$ cat src/rtl/addr_gen_pkg.sv
// rtl/addr_gen_pkg.sv - shared types and constants for the matrix-multiply address generator
package addr_gen_pkg;

  typedef enum logic {
    IDLE = 1'b0,
    WALK = 1'b1
  } state_t;

  localparam logic MODE_ROW = 1'b0;
  localparam logic MODE_COL = 1'b1;

  localparam int K_RESET_DEF = 332;

endpackage

$ cat src/rtl/walk_counter.sv
// rtl/walk_counter.sv - 2-D row/column trip counter with wrap and terminal-count flags
module walk_counter #(
  parameter int CW = 16
) (
  input  logic          clk,
  input  logic          reset,
  input  logic          clr,
  input  logic          adv,
  input  logic [CW-1:0] rows,
  input  logic [CW-1:0] cols,
  output logic          col_end,
  output logic          row_end
);

  logic [CW-1:0] r_rows;
  logic [CW-1:0] r_cols;
  logic [CW-1:0] r_r;
  logic [CW-1:0] r_c;

  assign col_end = (r_c == r_cols - CW'(1));
  assign row_end = (r_r == r_rows - CW'(1));

  // The terminal position holds; the owner leaves WALK on that step.
  always_ff @(posedge clk) begin
    if (reset) begin
      r_rows <= '0;
      r_cols <= '0;
      r_r    <= '0;
      r_c    <= '0;
    end else if (clr) begin
      r_rows <= rows;
      r_cols <= cols;
      r_r    <= '0;
      r_c    <= '0;
    end else if (adv) begin
      if (!col_end) begin
        r_c <= r_c + CW'(1);
      end else if (!row_end) begin
        r_c <= '0;
        r_r <= r_r + CW'(1);
      end
    end
  end

endmodule

$ cat src/rtl/addr_gen_ac.sv
// rtl/addr_gen_ac.sv - address generator with manual load/inc/inc-by-k ops and an autonomous 2-D walk
module addr_gen_ac
  import addr_gen_pkg::*;
#(
  parameter int AW      = 16,
  parameter int CW      = 16,
  parameter int K_RESET = K_RESET_DEF
) (
  input  logic          clk,
  input  logic          reset,
  input  logic          load_enable,
  input  logic [AW-1:0] data_in,
  input  logic          inc,
  input  logic          inck,
  input  logic          k_load,
  input  logic [AW-1:0] k_in,
  input  logic          start,
  input  logic          mode,
  input  logic [CW-1:0] rows,
  input  logic [CW-1:0] cols,
  input  logic          step,
  output logic [AW-1:0] data_out,
  output logic [AW-1:0] k_out,
  output logic          busy,
  output logic          last,
  output logic          done
);

  state_t        r_state;
  logic [AW-1:0] r_data_out;
  logic [AW-1:0] r_k;
  logic [AW-1:0] r_line_base;
  logic          r_mode;
  logic          r_done;

  logic          w_dims_ok;
  logic          w_clr;
  logic          w_adv;
  logic          w_col_end;
  logic          w_row_end;
  logic [AW-1:0] w_inner_step;
  logic [AW-1:0] w_next_line;

  assign w_dims_ok    = (rows != '0) && (cols != '0);
  assign w_clr        = (r_state == IDLE) && start && w_dims_ok;
  assign w_adv        = (r_state == WALK) && step;
  assign w_inner_step = (r_mode == MODE_COL) ? r_k : AW'(1);
  assign w_next_line  = r_line_base + ((r_mode == MODE_COL) ? AW'(1) : r_k);

  walk_counter #(
    .CW(CW)
  ) u_walk_counter (
    .clk     (clk),
    .reset   (reset),
    .clr     (w_clr),
    .adv     (w_adv),
    .rows    (rows),
    .cols    (cols),
    .col_end (w_col_end),
    .row_end (w_row_end)
  );

  always_ff @(posedge clk) begin
    if (reset) begin
      r_state     <= IDLE;
      r_data_out  <= '0;
      r_k         <= AW'(K_RESET);
      r_line_base <= '0;
      r_mode      <= MODE_ROW;
      r_done      <= 1'b0;
    end else begin
      r_done <= 1'b0;
      if (k_load) begin
        r_k <= k_in;
      end
      case (r_state)
        IDLE: begin
          if (start) begin
            // Degenerate walk: report completion without touching the address.
            if (!w_dims_ok) begin
              r_done <= 1'b1;
            end else begin
              r_data_out  <= data_in;
              r_line_base <= data_in;
              r_mode      <= mode;
              r_state     <= WALK;
            end
          end else if (inck) begin
            r_data_out <= r_data_out + r_k;
          end else if (inc) begin
            r_data_out <= r_data_out + AW'(1);
          end else if (load_enable) begin
            r_data_out <= data_in;
          end
        end
        WALK: begin
          if (step) begin
            if (!w_col_end) begin
              r_data_out <= r_data_out + w_inner_step;
            end else if (!w_row_end) begin
              r_line_base <= w_next_line;
              r_data_out  <= w_next_line;
            end else begin
              r_state <= IDLE;
              r_done  <= 1'b1;
            end
          end
        end
        default: r_state <= IDLE;
      endcase
    end
  end

  assign data_out = r_data_out;
  assign k_out    = r_k;
  assign busy     = (r_state == WALK);
  assign last     = busy && w_row_end && w_col_end;
  assign done     = r_done;

endmodule

$ cat config.mk
export PLATFORM = sky130hd
export DESIGN_NAME = addr_gen_ac
export DESIGN_NICKNAME = d
export VERILOG_FILES = /design/src/rtl/addr_gen_pkg.sv /design/src/rtl/walk_counter.sv /design/src/rtl/addr_gen_ac.sv
export SDC_FILE = /design/constraint.sdc
export NUM_CORES = 1
export LEC_CHECK = 0
export ABC_AREA = 1
export CELL_PAD_IN_SITES_DETAIL_PLACEMENT = 1
export CELL_PAD_IN_SITES_GLOBAL_PLACEMENT = 2
export CORE_MARGIN = 3
export CORE_UTILIZATION = 23
export CTS_CLUSTER_DIAMETER = 40
export DETAILED_ROUTE_END_ITERATION = 10
export HOLD_SLACK_MARGIN = 0.03
export PLACE_DENSITY_LB_ADDON = 0.08
export SETUP_SLACK_MARGIN = 0.3
export SLEW_MARGIN = 10
export SYNTH_ARGS = -nofsm -noshare
export SYNTH_HDL_FRONTEND = slang
export SYNTH_HIERARCHICAL = 1
export SYNTH_SLANG_ARGS = --single-unit
$ cat constraint.sdc
create_clock -name clk -period 7.9 [get_ports clk]
set_clock_uncertainty 0.05 [all_clocks]
set_input_delay 1.58 -clock clk [delete_from_list [all_inputs] [get_ports clk]]
set_output_delay 1.58 -clock clk [all_outputs]
set_load 0.005 [all_outputs]
==> results of run 1 <==
[registers in the layout, summed over array words and instances, names as in the netlist]
register,cells
busy,1
k_out,16
u_walk_counter/r_cols,16
u_walk_counter/r_c,16
u_walk_counter/r_rows,16
r_line_base,16
r_mode,1
done,1
data_out,16
u_walk_counter/r_r,16
[critical path, cell delays in order (launching register included)]
cell	delay [ns]
dfxtp_1	0.33
inv_2	0.14
ha_1	0.26
nand3_4	0.14
o21bai_1	0.18
nand2_1	0.07
and3_1	0.14
o2111ai_1	0.10
nor3_1	0.16
nand3_1	0.09
nor2_1	0.30
nand2_1	0.16
nor2_1	0.30
clkdlybuf4s50_1	0.57
[per-layer routing]
| layer | share of wire | vias up |
|---|---|---|
| met4 | 0.016 | 0 |
| met2 | 0.50 | 124 |
| met1 | 0.46 | 5432 |
| li1 | - | 5923 |
| met5 | 0 | - |
| met3 | 0.024 | 32 |
[stage by stage]
| stage | setup slack, ns | util | power [mW] | cells | instance area [um^2] |
|---|---|---|---|---|---|
| final | 2.874 | 0.2809 | 2.152 | 2478 | 12770 |
| after global routing | 2.550 | 0.2809 | 2.310 | 2478 | 12770 |
| after CTS | 2.813 | 0.2809 | 2.194 | 2478 | 12770 |
| after detailed placement | 3.332 | 0.2684 | 1.404 | 2446 | 12200 |
| after global placement | 3.390 | 0.2684 | 1.398 | 2446 | 12200 |
| after floorplan | 4.274 | - | 1.133 | 1783 | 10620 |
[logic make-up (layout without fill, tap and decap cells)]
kind of cell / after synthesis / after routing / share of synthesized area
AND/OR/NAND/NOR: 993 / 993 / 0.4123
flip-flops: 115 / 115 / 0.2169
AO/OA/AOI/OAI: 265 / 265 / 0.1382
buffers and inverters: 288 / 383 / 0.1111
XOR/XNOR: 69 / 69 / 0.05692
adder cells (fa/ha/maj): 53 / 53 / 0.06458
[layout make-up]
| cell class | count | share of cell area |
|---|---|---|
| clock buffers | 19 | 0.03468 |
| repair buffers | 115 | 0.08816 |
| flip-flops and latches | 115 | 0.1802 |
| well taps | 600 | 0.05877 |
| inverters | 236 | 0.06955 |
| clock inverters | 13 | 0.009893 |
| multi-input cells | 1380 | 0.5587 |
[worst max-delay path by stage]
stage / end / slack, ns / depth (start not counted)
2_1_floorplan: last / 4.27 / 13
3_3_place_gp: last / 3.39 / 13
3_5_place_dp: last / 3.33 / 13
4_1_cts: last / 2.81 / 13
5_1_grt: last / 2.55 / 14
6_report: last / 2.87 / 13
[cells in the final DEF (no fill, tap or decap), drive strengths merged, types with 3 or more instances in the layout]
cell	synthesis	final
nor3	23	23
clkinv	1	5
nor4	4	4
nand4	34	34
clkbuf	29	19
inv	235	239
buf	23	9
o211ai	3	3
clkinvlp	0	4
o21ai	69	69
nor2	223	223
a211oi	16	16
clkdlybuf4s50	0	106
and2	5	5
xor2	43	43
ha	50	50
xnor2	26	26
fa	3	3
o21bai	4	4
a31oi	8	8
nand3b	20	20
nand2	524	524
a21oi	157	157
dfxtp	115	115
nand3	153	153
or2	6	6
[power by group through the flow]
stage          clock (mW)  sequential, mW  combinational (mW)
3_5_place_dp            0           0.697               0.707
5_1_grt             0.828           0.689               0.793
4_1_cts             0.800           0.684               0.711
3_3_place_gp            0           0.697               0.700
2_1_floorplan           0           0.669               0.464
6_report            0.774           0.682               0.696
==> results.md, run 1 <==
* Initial antenna violation count at 0
* Hold buffer count at CTS at 0
* Min-delay src: u_walk_counter/r_rows[15]
* Clock latency at the later pin of the worst-skew pair at 0.45 ns
* Slew at the pin closest to its max-slew limit at 1.066 ns
* Endpoint, Worst Hold: u_walk_counter/r_rows[15]
* CTS max path bufs at 2
* Total gr overflow at 0
* Area share of the largest cell type after synthesis at 0.2169
* GRT Overall Usage at 0.1894
* Combinational Power Share at 0.323
* # DRC at 0
* Setup-failing EPs final at 0
* M2 GR Usage at 0.3411
* Area leader, netlist: dfxtp_1
* Crit path required time at 6.27 ns
* ANT cells at 0
* Outcome: completed
* # H-tree levels at 4
* Unrepaired setup endpoints after global routing: no
* CTS Root Cell: clkbuf_16
* Hold path depth at 2
* Largest net degree at the start of global routing at 47
* DR vias at between 10000 and 15000
* Sequential Area at between 0.002 and 0.0025 mm^2
* Post-synth ARST share at 0
* Syn nets at between 1500 and 2000
* Top post-synthesis cells by count: 510 x nand2_1, 219 x inv_1, 203 x nor2_1, 154 x a21oi_1, 148 x nand3_1
* Die height at 220.8 um
* Hold Slack at 0.4337 ns
* Max Cap Viol at 0
* R2r worst-path depth at 18
* Sequential fraction of the synthesis area at 0.2169
* CTS tree: done
* Final hold violations at 0
* Syn. warnings at 6
* FP Rows at 78
* Fin Setup TNS at 0 ns
* Clock Sinks at around 120
* Most used DFF post-synth: dfxtp_1
* Syn Inst Count at roughly 1800
* Global-route layer with the greatest usage: met2
* Vias in the first global route at 11996
* Crit-path max FO at 7
* Post-DP HPWL at roughly 37000 um
* Mapped Area at roughly 0.011 mm^2
* Max VDD drop at around 0.11 mV
* Share of cells above drive strength 1 at 0.05964
* CTS resizes at 0
* IO Port Bufs at ~110
* Switching Fraction at 0.3867
* Critical Path Source: u_walk_counter/r_rows[0]
* Core area at between 0.04 and 0.05 mm^2
* CP endpoint kind: primary output
* Reg2reg end: r_line_base[9]
* Fmax at about 200 MHz
* Area grow syn2layout at 20.32%
* Startpoint Class: register
* Hold WC Path Type: reg2reg
* Post-CTS setup buffers at 0
* Cell area power density at roughly 170 mW/mm^2
* Count of state elements after synthesis at between 100 and 150
* Data arrival time of the worst path at 3.40 ns
* Most frequent cell after synthesis: nand2_1
* Final GP Congestion at about 0.81
* Filler Cell Count at slightly below 6000
* Post-synth EDFFs at 0
* M3 GR Usage at 0.02680
* Minimum clock period at 5.026 ns
* Net Switching at ~830 uW
* DRT Wirelength at between 40000 and 50000 um
* Final ANT Viol Nets at 0
* Relative slew slack at 0.2886
* Routed vias/inst at 4.645
* Starting DRT DRC Count at ~440
* Synth top area cells: dfxtp_1 22%, nand2_1 18%, inv_1 7.7%
* Sequential share of power at 0.317
* Synthesized area per cell at 5.954 um^2
* Clock share of power at 0.360
* Max-slew violations at 0
* Met1 Resource Use GR at 0.2394
* Inserted Clock Buffers at 17
* Starting Density at 0.2334
* Reg clk slew, reported paths at 0.06 ns
* Kind of critical path: reg2out
* Fin crit share at 0.6362
* Drt first pass iters at 5
* Leak at about 5.8 nW
* Post-DR wirelength/cell at around 19 um
* Nets@finish at roughly 2000
* Total die area at approximately 0.049 mm^2
* Multi-input combinational cell area at ~0.0071 mm^2
* Cell variety after synth at 53
* R2r startpoint: u_walk_counter/r_cols[0]
* First-pass GRT wire length at just over 70000 um
* Internal reg-to-reg setup slack at 4.53 ns
* Top-Level Pins at ~110
* Die Wd at approximately 220 um
* P_int at 1.320 mW
Note: power is estimated with default switching activity, not from simulation.
==> inputs of run 2 (changes only) <==
- clock period: 7.9 -> 5 ns (I/O delays scaled with it)
==> results.md, run 2 (synthesized netlist as in run 1, its figures left out) <==
* Top-Level Pins at roughly 110
* Starting Density at 0.2334
* Post-route cell area at 0.01288 mm^2
* Hold path depth at 2
* CTS max path bufs at 2
* Die Wd at ~220 um
* Largest net degree at the start of global routing at between 50 and 60
* Die height at ~220 um
* Setup-failing EPs final at 0
* Final GP Congestion at about 0.8
* CP endpoint kind: primary output
* Core area at ~0.045 mm^2
* Hold WC Path Type: reg2reg
* # DRC at 0
* Hold Slack at 0.4317 ns
* Share of cells above drive strength 1 at 0.06320
* Final ANT Viol Nets at 0
* CP most frequent cell: nand2_1
* Inserted Clock Buffers at 17
* Data arrival time of the worst path at 3.25 ns
* Dpl cell area at between 0.01 and 0.015 mm^2
* Kind of critical path: reg2out
* Leak at a little under 6 nW
* Reg clk slew, reported paths at roughly 0.060 ns
* Stages on worst setup path at 13
* Post-DR wirelength/cell at roughly 19 um
* Worst-path cell chain: inv_2, ha_1, nand3_4, o21bai_1, nand2_1, and3_1, o2111ai_1, nor3_1, nand3_1, nor2_2, nand2_1, nor2_1, clkdlybuf4s50_1
* Routed vias/inst at 4.683
* Clock latency at the later pin of the worst-skew pair at between 0.4 and 0.5 ns
* # H-tree levels at 4
* Post-CTS setup buffers at 0
* Outcome: completed
* IO Port Bufs at 107
* CTS Root Cell: clkbuf_16
* Max VDD drop at 0.2344 mV
* Largest stage delay, worst path at ~0.56 ns
* Relative slew slack at 0.4027
* Drt first pass iters at 5
* Initial antenna violation count at 0
* Max Cap Viol at 0
* Final worst slack at 0.6962 ns
* R2r worst-path depth at 16
* Family with the most delay on the worst path: simple AND/OR/NAND/NOR gates
* Slew at the pin closest to its max-slew limit at ~0.89 ns
* Final hold violations at 0
* Minimum clock period at 4.304 ns
* Area grow syn2layout at 21.34%
* First-pass GRT wire length at ~73000 um
* ANT cells at 0
* Fmax at between 200 and 250 MHz
* Cell area power density at roughly 280 mW/mm^2
* GRT Overall Usage at 0.1953
* Starting DRT DRC Count at around 500
* Fin crit share at 0.8608
* Total gr overflow at 0
* Total die area at 0.04877 mm^2
* Unrepaired setup endpoints after global routing: no
* DRT Wirelength at roughly 47000 um
* Crit-path slowest cell: clkdlybuf4s50_1
* Clock Sinks at 115
* Place WS at approximately 1.1 ns
* Commonest non-fill, non-tap cells in the layout: 510 x nand2_1, 219 x inv_1, 201 x nor2_1
* Fin Setup TNS at 0 ns
* Crit path required time at 3.95 ns
* Post-DP HPWL at around 38000 um
* Vias in the first global route at 12240
* DR vias at ~12000
* Commonest non-fill, non-tap cell in the layout: nand2_1
* Worst path buffer plus inverter count at 2
* Max-slew violations at 0
* FP Rows at slightly below 80
* Crit-path max FO at 7
* CTS tree: done
* Startpoint Class: register
* Nets@finish at 1996
## run 2: metal layers
layer	vias to the layer above	track usage	share of wire
met5	-	0	0
met3	37	0.03104	0.027
li1	5933	-	-
met1	5519	0.2425	0.46
met2	138	0.3503	0.50
met4	0	0.05214	0.018
## run 2: worst reg2reg max path, delay by kind of cell, from the launching register on
kind                       cells  cell delay, ns
and+or+nand+nor                7            1.07
buffers and inverters          4            0.95
AOI/OAI and AO/OA              2            0.36
xor gates and xnor gates       2            0.35
DFF                            1            0.34
adders and majority gates      1            0.27
## run 2: metrics by stage
stage	std cells	power, mW	utilization
floorplan	1783	1.790	-
global placement	2451	2.215	0.2692
detailed placement	2451	2.225	0.2692
CTS	2483	3.638	0.2832
global route	2483	3.808	0.2833
finish	2483	3.561	0.2833
## run 2: final timing paths
check	startpoint	endpoint	slack (ns)
worst max-delay path	u_walk_counter/r_rows[0]	last	0.70
worst min-delay path	u_walk_counter/r_cols[15]	u_walk_counter/r_cols[15]	0.43
worst min register to register	u_walk_counter/r_cols[15]	u_walk_counter/r_cols[15]	0.43
worst max register to register	u_walk_counter/r_cols[0]	r_line_base[9]	1.52
## run 2: area by class of cell
cell class,instances,area [um^2]
Clock buffer,18,439.2
Timing Repair Buffer,120,1164
Fill cell,5902,32600
Sequential cell,115,2302
Multi-Input combinational cell,1380,7139
Inverter,236,888.4
Clock inverter,14,198.9
Tap cell,600,750.7
## run 2: what timing repair did
action,in CTS,in global routing
endpoints found under the setup margin,0,1
resized for setup,0,1
hold buffers,0,0
## run 2: where the power goes
group,switching (mW),total (mW),internal (mW)
sequential,0.107,1.08,0.975
combinational,0.695,1.11,0.411
clock,0.523,1.37,0.850
